===== config.mk =====
export PLATFORM = sky130hd
export DESIGN_NAME = vga_sprite_compositor
export DESIGN_NICKNAME = d
export VERILOG_FILES = /design/src/rtl/vga_pkg.sv /design/src/rtl/sprite_hit.sv /design/src/rtl/vga_sprite_compositor.sv
export SDC_FILE = /design/constraint.sdc
export NUM_CORES = 1
export LEC_CHECK = 0
export BUFFER_PORTS_ARGS = -buffer_cell sky130_fd_sc_hd__buf_2
export CAP_MARGIN = 15
export CORE_ASPECT_RATIO = 0.7
export CORE_MARGIN = 2
export CORE_UTILIZATION = 61
export CTS_CLUSTER_SIZE = 24
export DETAILED_ROUTE_END_ITERATION = 8
export MAX_ROUTING_LAYER = met4
export PLACE_DENSITY = 0.86
export SYNTH_ARGS = -nofsm -noshare
export SYNTH_HDL_FRONTEND = slang
export SYNTH_HIERARCHICAL = 1
export SYNTH_SLANG_ARGS = --single-unit

===== constraint.sdc =====
create_clock -name iVGA_CLK -period 3.9 [get_ports iVGA_CLK]
set_clock_uncertainty 0.15 [all_clocks]
set_input_delay 0.195 -clock iVGA_CLK [delete_from_list [all_inputs] [get_ports iVGA_CLK]]
set_output_delay 0.195 -clock iVGA_CLK [all_outputs]
set_load 0.05 [all_outputs]

===== src/rtl/vga_pkg.sv =====
// Shared types and constants for the VGA sprite overlay path.
// Counters span a 1024x512 coordinate space.
package vga_pkg;

   localparam int H_ACTIVE_DEF = 640;
   localparam int V_ACTIVE_DEF = 480;

   localparam int X_W   = 10;
   localparam int Y_W   = 9;
   localparam int BGR_W = 24;

   typedef logic [BGR_W-1:0] bgr_t;

   localparam bgr_t BLANK_BGR = 24'h000000;

   localparam logic [X_W-1:0] X_MAX = '1;
   localparam logic [Y_W-1:0] Y_MAX = '1;

endpackage


===== src/rtl/sprite_hit.sv =====
// Registered rectangle hit test for one sprite channel.
// Right/bottom edges are formed one bit wider so they never wrap.
module sprite_hit
   import vga_pkg::*;
#(
   parameter int SPRITE_W = 32,
   parameter int SPRITE_H = 32
) (
   input  logic           iVGA_CLK,
   input  logic           iRST_n,
   input  logic [X_W-1:0] x,
   input  logic [Y_W-1:0] y,
   input  logic [X_W-1:0] sx,
   input  logic [Y_W-1:0] sy,
   input  logic           en,
   output logic           hit
);

   logic [X_W:0] x_end;
   logic [Y_W:0] y_end;
   logic         in_x;
   logic         in_y;

   assign x_end = {1'b0, sx} + (X_W+1)'(SPRITE_W);
   assign y_end = {1'b0, sy} + (Y_W+1)'(SPRITE_H);

   assign in_x = (x >= sx) && ({1'b0, x} < x_end);
   assign in_y = (y >= sy) && ({1'b0, y} < y_end);

   always_ff @(posedge iVGA_CLK or negedge iRST_n) begin
      if (!iRST_n) hit <= 1'b0;
      else         hit <= en && in_x && in_y;
   end

endmodule


===== src/rtl/vga_sprite_compositor.sv =====
// Fixed-priority sprite overlay with 2-cycle aligned sync/blank.
// Define SPRITE_COLLISION_EN to build the per-frame overlap flags.
module vga_sprite_compositor
   import vga_pkg::*;
#(
   parameter int NUM_SPRITES = 4,
   parameter int SPRITE_W    = 32,
   parameter int SPRITE_H    = 32,
   parameter int H_ACTIVE    = H_ACTIVE_DEF,
   parameter int V_ACTIVE    = V_ACTIVE_DEF
) (
   input  logic                         iVGA_CLK,
   input  logic                         iRST_n,
   input  logic                         iBLANK_n,
   input  logic                         iHS,
   input  logic                         iVS,
   input  logic [BGR_W-1:0]             bg_bgr,
   input  logic [X_W*NUM_SPRITES-1:0]   sprite_x,
   input  logic [Y_W*NUM_SPRITES-1:0]   sprite_y,
   input  logic [NUM_SPRITES-1:0]       sprite_en,
   input  logic [BGR_W*NUM_SPRITES-1:0] sprite_bgr,
   output logic                         oBLANK_n,
   output logic                         oHS,
   output logic                         oVS,
   output logic [BGR_W-1:0]             o_bgr,
   output logic                         frame_start,
   output logic [NUM_SPRITES-1:0]       collision
);

   logic [X_W-1:0]               x_cnt;
   logic [Y_W-1:0]               y_cnt;
   logic                         fs;

   logic [X_W*NUM_SPRITES-1:0]   sh_x;
   logic [Y_W*NUM_SPRITES-1:0]   sh_y;
   logic [NUM_SPRITES-1:0]       sh_en;
   logic [BGR_W*NUM_SPRITES-1:0] sh_bgr;

   logic [NUM_SPRITES-1:0]       hit_vec;
   bgr_t                         bg_d1;
   logic                         blank_d1;
   logic                         hs_d1;
   logic                         vs_d1;
   logic                         in_area_d1;
   bgr_t                         mux_bgr;

   // vs_d1 doubles as the previous-cycle iVS for edge detection
   assign fs = vs_d1 && !iVS;

   always_ff @(posedge iVGA_CLK or negedge iRST_n) begin
      if (!iRST_n) begin
         x_cnt <= '0;
         y_cnt <= '0;
      end else begin
         if (!iBLANK_n)
            x_cnt <= '0;
         else if (x_cnt != X_MAX)
            x_cnt <= x_cnt + X_W'(1);
         if (!iVS)
            y_cnt <= '0;
         else if (blank_d1 && !iBLANK_n && y_cnt != Y_MAX)
            y_cnt <= y_cnt + Y_W'(1);
      end
   end

   always_ff @(posedge iVGA_CLK or negedge iRST_n) begin
      if (!iRST_n) begin
         sh_x        <= '0;
         sh_y        <= '0;
         sh_en       <= '0;
         sh_bgr      <= '0;
         frame_start <= 1'b0;
      end else begin
         frame_start <= fs;
         if (fs) begin
            sh_x   <= sprite_x;
            sh_y   <= sprite_y;
            sh_en  <= sprite_en;
            sh_bgr <= sprite_bgr;
         end
      end
   end

   for (genvar i = 0; i < NUM_SPRITES; i++) begin : g_hit
      sprite_hit #(
         .SPRITE_W (SPRITE_W),
         .SPRITE_H (SPRITE_H)
      ) u_hit (
         .iVGA_CLK (iVGA_CLK),
         .iRST_n   (iRST_n),
         .x        (x_cnt),
         .y        (y_cnt),
         .sx       (sh_x[i*X_W +: X_W]),
         .sy       (sh_y[i*Y_W +: Y_W]),
         .en       (sh_en[i]),
         .hit      (hit_vec[i])
      );
   end

   always_ff @(posedge iVGA_CLK or negedge iRST_n) begin
      if (!iRST_n) begin
         bg_d1      <= BLANK_BGR;
         blank_d1   <= 1'b0;
         hs_d1      <= 1'b1;
         vs_d1      <= 1'b1;
         in_area_d1 <= 1'b0;
      end else begin
         bg_d1      <= bg_bgr;
         blank_d1   <= iBLANK_n;
         hs_d1      <= iHS;
         vs_d1      <= iVS;
         in_area_d1 <= (x_cnt < X_W'(H_ACTIVE)) &&
                       (y_cnt < Y_W'(V_ACTIVE));
      end
   end

   // descending scan so the lowest index wins
   always_comb begin
      mux_bgr = bg_d1;
      for (int i = NUM_SPRITES-1; i >= 0; i--)
         if (hit_vec[i]) mux_bgr = sh_bgr[i*BGR_W +: BGR_W];
   end

   always_ff @(posedge iVGA_CLK or negedge iRST_n) begin
      if (!iRST_n) begin
         o_bgr    <= BLANK_BGR;
         oBLANK_n <= 1'b0;
         oHS      <= 1'b1;
         oVS      <= 1'b1;
      end else begin
         o_bgr    <= blank_d1 ? mux_bgr : BLANK_BGR;
         oBLANK_n <= blank_d1;
         oHS      <= hs_d1;
         oVS      <= vs_d1;
      end
   end

`ifdef SPRITE_COLLISION_EN
   logic [NUM_SPRITES-1:0] coll_acc;
   logic                   multi_hit;

   assign multi_hit =
      |(hit_vec & (hit_vec - NUM_SPRITES'(1)));

   always_ff @(posedge iVGA_CLK or negedge iRST_n) begin
      if (!iRST_n) begin
         coll_acc  <= '0;
         collision <= '0;
      end else if (fs) begin
         collision <= coll_acc;
         coll_acc  <= '0;
      end else if (blank_d1 && in_area_d1 && multi_hit) begin
         coll_acc  <= coll_acc | hit_vec;
      end
   end
`else
   assign collision = '0;
`endif

endmodule


**Yosys cells after proc, flatten, opt, wreduce, memory -nomap -nowiden**

Cells that the tools add are included.

- Add/sub/neg operators: 10
- Multipliers: 0
- Div/mod/pow operators: 0
- Order comparisons: 16
- Equality and inequality tests: 4
- Shift-type cells: 0
- Multiplexer cells: 9
- Bitwise operators: 0
- Reduce and logical (&&, ||, !) cells: 21

Operators by type and width:

| cell | count |
|---|---|
| 2-to-1 mux 24 bit | 5 |
| adder 10 x 6 -> 11 bit (second input constant) | 4 |
| < comparator 10 x 11 -> 1 bit | 4 |
| adder 9 x 6 -> 10 bit (second input constant) | 4 |
| greater-or-equal comparator 10 bit | 4 |
| < comparator 9 x 10 -> 1 bit | 4 |
| greater-or-equal comparator 9 bit | 4 |
| 2-to-1 mux 10 bit | 2 |
| logical AND 1 bit | 19 |
| 2-to-1 mux 9 bit | 2 |
| adder 10 x 1 -> 10 bit (second input constant) | 1 |
| inequality test 10 bit (second input constant) | 1 |
| adder 9 x 1 -> 9 bit (second input constant) | 1 |
| inequality test 9 bit (second input constant) | 1 |
| inequality test 2 x 1 -> 1 bit (second input constant) | 2 |
| logical NOT 1 bit | 2 |

- Register bits: 254
- Latch bits: 0
- Memory bits (writable): 0
- Bits in read-only memories: 0
- Bits of input ports: 205
- Memories kept: 0

**Depth between registers and ports, before layout**

Gate-level depths: netlist of the first run.

- Depth in word-level cells: 5
- Mapped depth: 8
- Mapped depth without buffers: 8

**Hierarchy**

Netlist of the first run, hierarchy kept.

By module, submodules not included:

| module | instances | cells an instance | area an instance (um^2) | seq. area each (um^2) |
|---|---|---|---|---|
| vga_sprite_compositor | 1 | 704 | 9965.8 | 6261.0 |
| sprite_hit | 4 | 105 | 850.8 | 25.0 |

**Worst setup path after synthesis of the first run**

Ideal clock, no wire load.

- Path kind: reg2reg
- Start point: reg y_cnt[0]
- End point: reg y_cnt[6]
- Setup time: 0.078 ns
- Arrival time: 1.947 ns
- Setup slack: 1.726 ns
- Stages on the path, launching flop included: 8
- Path buffers: 0
- Path through: dfrtp_1 -> ha_1 -> nand3_1 -> nor2_1 -> ha_1 -> or3b_4 -> or4_1 -> a21oi_1

- Word-level cells in the longest chain between the ends: 3
- Elaborated cells between the ends (all ways): 6
- Those cells by class: 1 x add/sub; 2 x eq/ne; 2 x mux; 1 x reduce/logical

RTL lines:

| what | RTL line | text |
|---|---|---|
| start, declared | vga_sprite_compositor.sv:31 | `logic [Y_W-1:0] y_cnt;` |
| start signal, assigned | vga_sprite_compositor.sv:62 | `y_cnt <= y_cnt + Y_W'(1);` |
| adder 9 x 1 -> 9 bit / inequality test 9 bit (equally long branches) | vga_sprite_compositor.sv:62, vga_sprite_compositor.sv:61 |  |
| 2-to-1 mux 9 bit / logical AND 1 bit (equally long branches) | vga_sprite_compositor.sv:61 | `else if (blank_d1 && !iBLANK_n && y_cnt != Y_MAX)` |
| 2-to-1 mux 9 bit / inequality test 2 x 1 -> 1 bit (equally long branches) | -- |  |

Several ways; a longest one is shown, not always the timed one. The select of a mux whose other input is x is not followed.
A chain may end at the register's enable or synchronous reset.

**Final worst setup path of the first run**

- Start point: reg y_cnt[1]
- End point: reg y_cnt[5]

Same word-level chain as after synthesis.

==> results_dict.tcl, run 1 <==
set metrics [dict create \
    outcome "finished clean" \
    wire_per_inst_um 21.1 \
    post-place-ws_ns 1.52 \
    synth.area.top_cells "dfrtp_1 47%, mux2_1 17%, ha_1 12%" \
    final_cell_count_no_fill 1857 \
    hold_class "input pin to flop" \
    finalHoldViolations 0 \
    drv_cap 0 \
    syn_inst 1124 \
    timing.final.crit_period_ns 2.42 \
    slew_headroom 0.319 \
    arrival_ns 2.71 \
    grt_pass1_wl_mm 61.7 \
    post_cts_buffers 0 \
    synth_edf_count 0 \
    rows 45 \
    numCtsBuffers 25 \
    synth_flop_cell "dfrtp_1" \
    yosysSeqAreaShare 0.476 \
    synth.largest_area_cell "dfrtp_1" \
    rsz0062_at_grt "false" \
    drtIter0Drc 768 \
    final_net_count 1881 \
    chipWidth_um 181 \
    ant_nets 0 \
    via_count 10900 \
    overflow 0 \
    initial_core_util 0.618 \
    synth_area_um2 13400 \
    hpwl_mm 22.3 \
    synth_common_cells "250 x dfrtp_1, 200 x mux2_1, 123 x ha_1, 88 x inv_1, 84 x a21oi_1" \
    fin_ws_ns 1.48 \
    critPathLaunchType "flop" \
    cts.repair.resized 0 \
    cp_cell_sequence "ha_1, nand3_1, nor2_1, ha_1, or3b_4, or4_1, a21oi_1" \
    tightestPinTransition_ns 1.02 \
    crit_buf_inv 0 \
    clock_latency_ns 0.52 \
    core_um2 21600 \
    clk_pin_slew_ns 0.07 \
    ctsLongestPathBuffers 3 \
    drt-total-wl_mm 39.2 \
    path_class "flop to flop" \
    cts_tree "built" \
    fmax_mhz 412 \
    pin_count 237 \
    critPathCaptureType "flop" \
    p_per_area_nw_per_um2 394 \
    finalSetupViolations 0 \
    post-route-period-util 0.622 \
    first_pass_iters 5 \
    die_h_um 128 \
    cpMostUsedCell "ha_1" \
    place_inst 1604 \
    drc_errors 0 \
    holdBufCountCts 204 \
    grt_max_degree 130 \
    required_ns 4.18 \
    p_leak_nw 8.63 \
    yosys_warnings 6 \
    yosysMostFrequentCell "dfrtp_1" \
    htreeDepth 1 \
    setup_tns_ns 0 \
    cts_sinks 254 \
    drive_gt1_frac 0.195 \
    gp_congestion 0.908 \
    io_buffers 232 \
    synth_top_area_share 0.468 \
    r2r_slack_ns 1.48 \
    ys_seq_elements 254 \
    avgSynthCellArea_um2 11.9 \
    slew_violations 0 \
    vias_per_cell 5.89 \
    path_delay_family "simple AND/OR/NAND/NOR gates" \
    fill_cells 1145 \
    first_global_vias 11600 \
    vdd_drop_max_uv 292 \
    whs_ns 0.175 \
    critPathSlowestCell "or4_1" \
    synthArstFlopShare 1.00 \
    utilization 0.820 \
    dieArea_um2 23100 \
    synth.distinct_cells 51 \
    critPathMaxStageDelay_ns 0.50 \
    grt_usage 0.351 \
    cts_root_buf "clkbuf_16" \
    cp_max_fo 15 \
    antenna_found_initial 3 \
    area_growth_pct 32.6 \
]
==> cell usage in the layout, fill, tap and decap left out, drive strengths merged, types with 20 or more instances in the layout <==
cell type	n
inv	92
mux2	200
nand3	30
nand2b	33
a21o	28
a21oi	88
o21ai	39
o211ai	24
clkbuf	31
ha	123
xnor2	20
dlygate4sd3	204
dfrtp	250
buf	242
==> area by class of cell <==
class	instances	area (um^2)	share of cell area
Timing Repair Buffer	446	3350	0.189
Sequential cell	254	6360	0.359
Inverter	89	334	0.0188
Clock buffer	31	698	0.0394
Antenna cell	3	7.51	0.000423
Clock inverter	15	151	0.00854
Multi-Input combinational cell	737	6470	0.365
Tap cell	282	353	0.0199
==> kinds of logic after synthesis <==
family                   synth area share
AND/OR/NAND/NOR                    0.0658
flip-flops                          0.476
buffers and inverters              0.0415
AO/OA/AOI/OAI                       0.116
XOR/XNOR                           0.0138
multiplexers                        0.171
adder cells (fa/ha/maj)             0.115
other                            0.000280
==> through the flow <==
| stage | power (mW) | area (um^2) |
|---|---|---|
| floorplan | 3.85 | 13400 |
| global placement | 4.18 | 14800 |
| detailed placement | 4.26 | 14800 |
| CTS | 6.92 | 17700 |
| global route | 7.29 | 17700 |
| finish | 6.99 | 17700 |
==> registers in the layout, indices dropped and copies added (netlist names) <==
name	flops
frame_start	1
blank_d1	1
oHS	1
vs_d1	1
sh_x	40
sh_en	4
g_hit.u_hit/hit	4
oVS	1
bg_d1	24
hs_d1	1
sh_y	36
sh_bgr	96
o_bgr	24
x_cnt	10
oBLANK_n	1
y_cnt	9
==> worst reg2reg max path, cell delays in order (launching register included) <==
cell and delay (ns):
dfrtp_1 0.46, ha_1 0.25, nand3_1 0.09, nor2_1 0.05, ha_1 0.19, or3b_4 0.47, or4_1 0.50, a21oi_1 0.18
==> routing by layer <==
layer / track usage / vias up / wire [um]
met5: - / - / 0
met4: 0.151 / 0 / 1640
met3: 0.0574 / 145 / 2420
met2: 0.576 / 532 / 19100
met1: 0.439 / 5354 / 16100
li1: - / 4915 / -
==> worst paths after layout <==
check                              start        to  depth (start not counted)
max in group asynchronous         iRST_n       oHS                          3
min in group asynchronous         iRST_n  sh_x[38]                          2
worst min-delay path                 iHS     hs_d1                          2
worst max register to register  y_cnt[1]  y_cnt[5]                          7
worst min register to register     hs_d1       oHS                          0
worst max-delay path            y_cnt[1]  y_cnt[5]                          7
==> power by group <==
| part | leakage, nW | switching [mW] | internal (mW) |
|---|---|---|---|
| registers | 3.05 | 0.233 | 2.94 |
| logic | 5.17 | 0.647 | 0.649 |
| clock network | 0.415 | 1.10 | 1.42 |
| total | 8.63 | 1.98 | 5.01 |
Note: power is estimated with default switching activity, not from simulation.
==> run 2: changes to the inputs <==
CORE_UTILIZATION = 51   (was 61)
PLACE_DENSITY = 0.77   (was 0.86)
clock period = 2.1 ns   (was 3.9 ns; I/O delays follow)
==> run 2 against run 1 <==
Net effect:
- largest power group unchanged
- the run now ends with negative setup slack left
- cell count grew 6.7%
- critical path type unchanged
- routed wire length grew 2.4%
- power grew 90%
- register-to-register slack lost 1.5 ns
- highest routed layer unchanged
==> results_dict.tcl, run 2 (synthesis gave the netlist of run 1 again) <==
set metrics [dict create \
    outcome "finished, violations left" \
    violations "negative setup slack" \
    seqCellArea_um2 6370 \
    grt_usage 0.298 \
    drc_errors 0 \
    overflow 0 \
    cts_root_buf "clkbuf_16" \
    critPathLaunchType "flop" \
    grt_max_degree 69 \
    antenna_found_initial 3 \
    wire_per_inst_um 20.3 \
    die_h_um 139 \
    drv_cap 0 \
    utilization 0.731 \
    via_count 11000 \
    area_growth_pct 40.7 \
    timing.final.crit_period_ns 2.15 \
    numCtsBuffers 26 \
    core_um2 25700 \
    initial_core_util 0.519 \
    gp_congestion 0.877 \
    reg_top3 "sh_bgr (96), sh_x (40), sh_y (36)" \
    clk_pin_slew_ns 0.07 \
    p_leak_nw 9.05 \
    fill_cells 1698 \
    drtIter0Drc 571 \
    slew_headroom 0.659 \
    critPathCaptureType "flop" \
    path_class "flop to flop" \
    finalHoldViolations 0 \
    htreeDepth 1 \
    first_global_vias 11900 \
    hpwl_mm 24.5 \
    io_buffers 232 \
    finalSetupViolations 5 \
    chipWidth_um 198 \
    multi_input_area_um2 6810 \
    rsz0062_at_grt "true" \
    drt-total-wl_mm 40.2 \
    cts_tree "built" \
    final_common_cell "dfrtp_1" \
    ctsLongestPathBuffers 3 \
    fin_ws_ns -0.0499 \
    p_per_area_nw_per_um2 706 \
    post-route-period-util 1.02 \
    drive_gt1_frac 0.268 \
    tightestPinTransition_ns 0.506 \
    arrival_ns 2.46 \
    largest-register "sh_bgr" \
    largest_register_ffs 96 \
    whs_ns 0.0604 \
    hold_class "input pin to flop" \
    clock_latency_ns 0.54 \
    first_pass_iters 5 \
    fmax_mhz 465 \
    rows 49 \
    vdd_drop_max_uv 655 \
    layout_common_cells "240 x dfrtp_1, 231 x buf_2, 204 x dlygate4sd3_1, 200 x mux2_1, 108 x ha_1" \
    final_net_count 1957 \
    cp_max_fo 8 \
    slew_violations 0 \
    total_power_mw 13.3 \
    ant_nets 0 \
    vias_per_cell 5.58 \
    grt_pass1_wl_mm 62.6 \
    dieArea_um2 27500 \
    post-place-ws_ns -0.0818 \
    cts_sinks 254 \
    required_ns 2.41 \
    pin_count 237 \
]
-- run 2: repair_timing --
action	4_1_cts	5_1_grt
hold endpoints to repair	474	0
setup endpoints to repair	8	9
hold buffers	205	0
buffers inserted	4	11
resized for setup	15	64
pin swaps	6	45
-- run 2: final cells by class --
| cell class | instances | area share |
|---|---|---|
| well taps | 331 | 0.0220 |
| clock inverters | 7 | 0.00499 |
| inverters | 89 | 0.0178 |
| flip-flops and latches | 254 | 0.339 |
| diodes | 3 | 0.000399 |
| multi-input cells | 737 | 0.362 |
| clock buffers | 39 | 0.0404 |
| repair buffers | 521 | 0.214 |
-- run 2: metrics by stage --
stage / area [um^2] / TNS (ns) / std cells
after floorplan: 13400 / -0.0553 / 1127
after global placement: 15400 / -0.0737 / 1714
after detailed placement: 15400 / -0.220 / 1714
after CTS: 18400 / -0.0987 / 1969
after global routing: 18800 / -0.650 / 1981
final: 18800 / -0.137 / 1981
-- run 2: layer usage --
metal / GRT usage / vias to the layer above / routed length [um]
met3: 0.0475 / 98 / 2330
met4: 0.0890 / 0 / 1240
met5: - / - / 0
met1: 0.393 / 5470 / 17600
met2: 0.475 / 405 / 19100
li1: - / 5073 / -
-- run 2: report_power, final --
group          leakage [nW]  total, mW  internal [mW]  switching [mW]
registers              3.04       5.84           5.46           0.379
clock network         0.412       4.73           2.75            1.99
logic                  5.60       2.71           1.41            1.31
-- run 2: worst max-delay path, stage by stage (launching register included) --
cell     delay (ns)
dfrtp_1        0.42
ha_4           0.19
nand3_2        0.06
nor2_2         0.04
ha_2           0.16
or3b_4         0.44
or4_1          0.49
a21oi_1        0.14
-- run 2: worst paths after layout --
path | startpoint | to | slack (ns) | cells after the start
worst max-delay path | y_cnt[1] | y_cnt[5] | -0.05 | 7
worst min-delay path | bg_bgr[1] | bg_d1[1] | 0.06 | 2
worst max register to register | y_cnt[1] | y_cnt[5] | -0.05 | 7
worst min register to register | vs_d1 | oVS | 0.23 | 0
max in group asynchronous | iRST_n | oVS | 1.32 | 3
min in group asynchronous | iRST_n | vs_d1 | 0.11 | 2
==> run 3: changes to the inputs <==
CORE_ASPECT_RATIO = unset   (was 0.7)
==> run 3 against run 2 <==
Net effect:
- global-route usage shrank 0.54 points
- the flow still finishes with violations (negative setup slack)
- critical path depth grew 1
- largest cell class unchanged
- routed wire length shrank 0.51%
- first-iteration DRC count grew 60%
==> results_dict.tcl, run 3 (synthesis gave the netlist of run 1 again) <==
set metrics [dict create \
    outcome "finished, violations left" \
    violations "negative setup slack" \
    area_growth_pct 39.2 \
    layout_common_cells "246 x dfrtp_1, 231 x buf_2, 207 x dlygate4sd3_1, 200 x mux2_1, 113 x ha_1" \
    timing.final.crit_period_ns 2.16 \
    p_leak_nw 9.02 \
    grt_max_degree 67 \
    cp_max_fo 6 \
    rsz0062_at_grt "true" \
    die_h_um 166 \
    grt_pass1_wl_mm 62.8 \
    rows 59 \
    drive_gt1_frac 0.247 \
    placed_area_um2 15300 \
    cts_sinks 254 \
    clk_pin_slew_ns 0.07 \
    r2r_slack_ns -0.06 \
    slew_headroom 0.659 \
    post-route-period-util 1.03 \
    overflow 0 \
    initial_core_util 0.516 \
    first_global_vias 12000 \
    gp_congestion 0.849 \
    antenna_found_initial 4 \
    total_power_mw 13.5 \
    fmax_mhz 463 \
    dieArea_um2 27500 \
    finalHoldViolations 0 \
    arrival_ns 2.47 \
    largest_register_ffs 96 \
    final_net_count 1947 \
    via_count 11200 \
    cts_root_buf "clkbuf_16" \
    io_buffers 232 \
    drv_cap 0 \
    pin_count 237 \
    drc_errors 0 \
    final_common_cell "dfrtp_1" \
    fin_ws_ns -0.0617 \
    critPathLaunchType "flop" \
    vdd_drop_max_uv 745 \
    path_class "flop to flop" \
    wire_per_inst_um 20.2 \
    hold_class "input pin to flop" \
    reg_top3 "sh_bgr (96), sh_x (40), sh_y (36)" \
    drt-total-wl_mm 40.0 \
    slew_violations 0 \
    vias_per_cell 5.64 \
    tightestPinTransition_ns 0.512 \
    final_cell_count_no_fill 1977 \
    required_ns 2.41 \
    numCtsBuffers 28 \
    largest-register "sh_bgr" \
    grt_usage 0.292 \
    first_pass_iters 5 \
    finalSetupViolations 5 \
    post-place-ws_ns -0.0693 \
    core_um2 25900 \
    ant_nets 0 \
    setup_tns_ns -0.189 \
    chipWidth_um 166 \
    final_area_um2 18600 \
    p_per_area_nw_per_um2 727 \
    drtIter0Drc 915 \
    ctsLongestPathBuffers 3 \
    hpwl_mm 23.8 \
    clock_latency_ns 0.54 \
    critPathCaptureType "flop" \
    cts_tree "built" \
    place_inst 1700 \
    htreeDepth 1 \
]
run 3: timing repair:
action | CTS | global route
endpoints found under the hold margin | 472 | 10
hold buffers | 206 | 1
endpoints found under the setup margin | 6 | 14
gates resized for setup | 5 | 43
pin swaps | 7 | 35
setup buffers | 2 | 15
run 3: layer usage:
| layer | part of all wire | track usage |
|---|---|---|
| met5 | 0 | - |
| met4 | 0.051 | 0.138 |
| met3 | 0.047 | 0.0436 |
| met2 | 0.51 | 0.508 |
| met1 | 0.39 | 0.333 |
run 3: critical path: stages (launching register included):
cell and delay, ns:
dfrtp_1 0.39, ha_2 0.20, nand3_2 0.08, nor2_2 0.04, ha_2 0.17, or3b_4 0.42, buf_6 0.15, or3_4 0.36
a21oi_2 0.13
run 3: layout make-up:
cell class	instances	area [um^2]
antenna	5	12.5
multi-input combinational	737	6680
inverter	89	334
fill	1630	7300
timing repair buffer	509	3870
tap	335	419
clock inverter	9	149
clock buffer	39	783
sequential	254	6370
run 3: worst paths after layout:
path / cells past startpoint / endpoint / start
min in group asynchronous: 3 / sh_bgr[78] / iRST_n
hold reg to reg: 0 / oHS / hs_d1
max in group asynchronous: 4 / hs_d1 / iRST_n
setup / recovery: 8 / y_cnt[3] / y_cnt[0]
hold / removal: 2 / bg_d1[18] / bg_bgr[18]
setup reg to reg: 8 / y_cnt[3] / y_cnt[0]
run 3: power breakdown:
group,internal [mW],switching [mW],leakage [nW]
combinational,1.34,1.26,5.52
sequential,5.46,0.384,3.05
clock,3.07,2.01,0.458
total,9.87,3.65,9.02
run 3: through the flow:
step                      hold slack, ns  utilization
final                             0.0623        0.718
after global routing              0.0452        0.718
after CTS                         -0.471        0.706
after detailed placement         -0.0667        0.589
after global placement           -0.0626        0.589
after floorplan                   -0.341            -
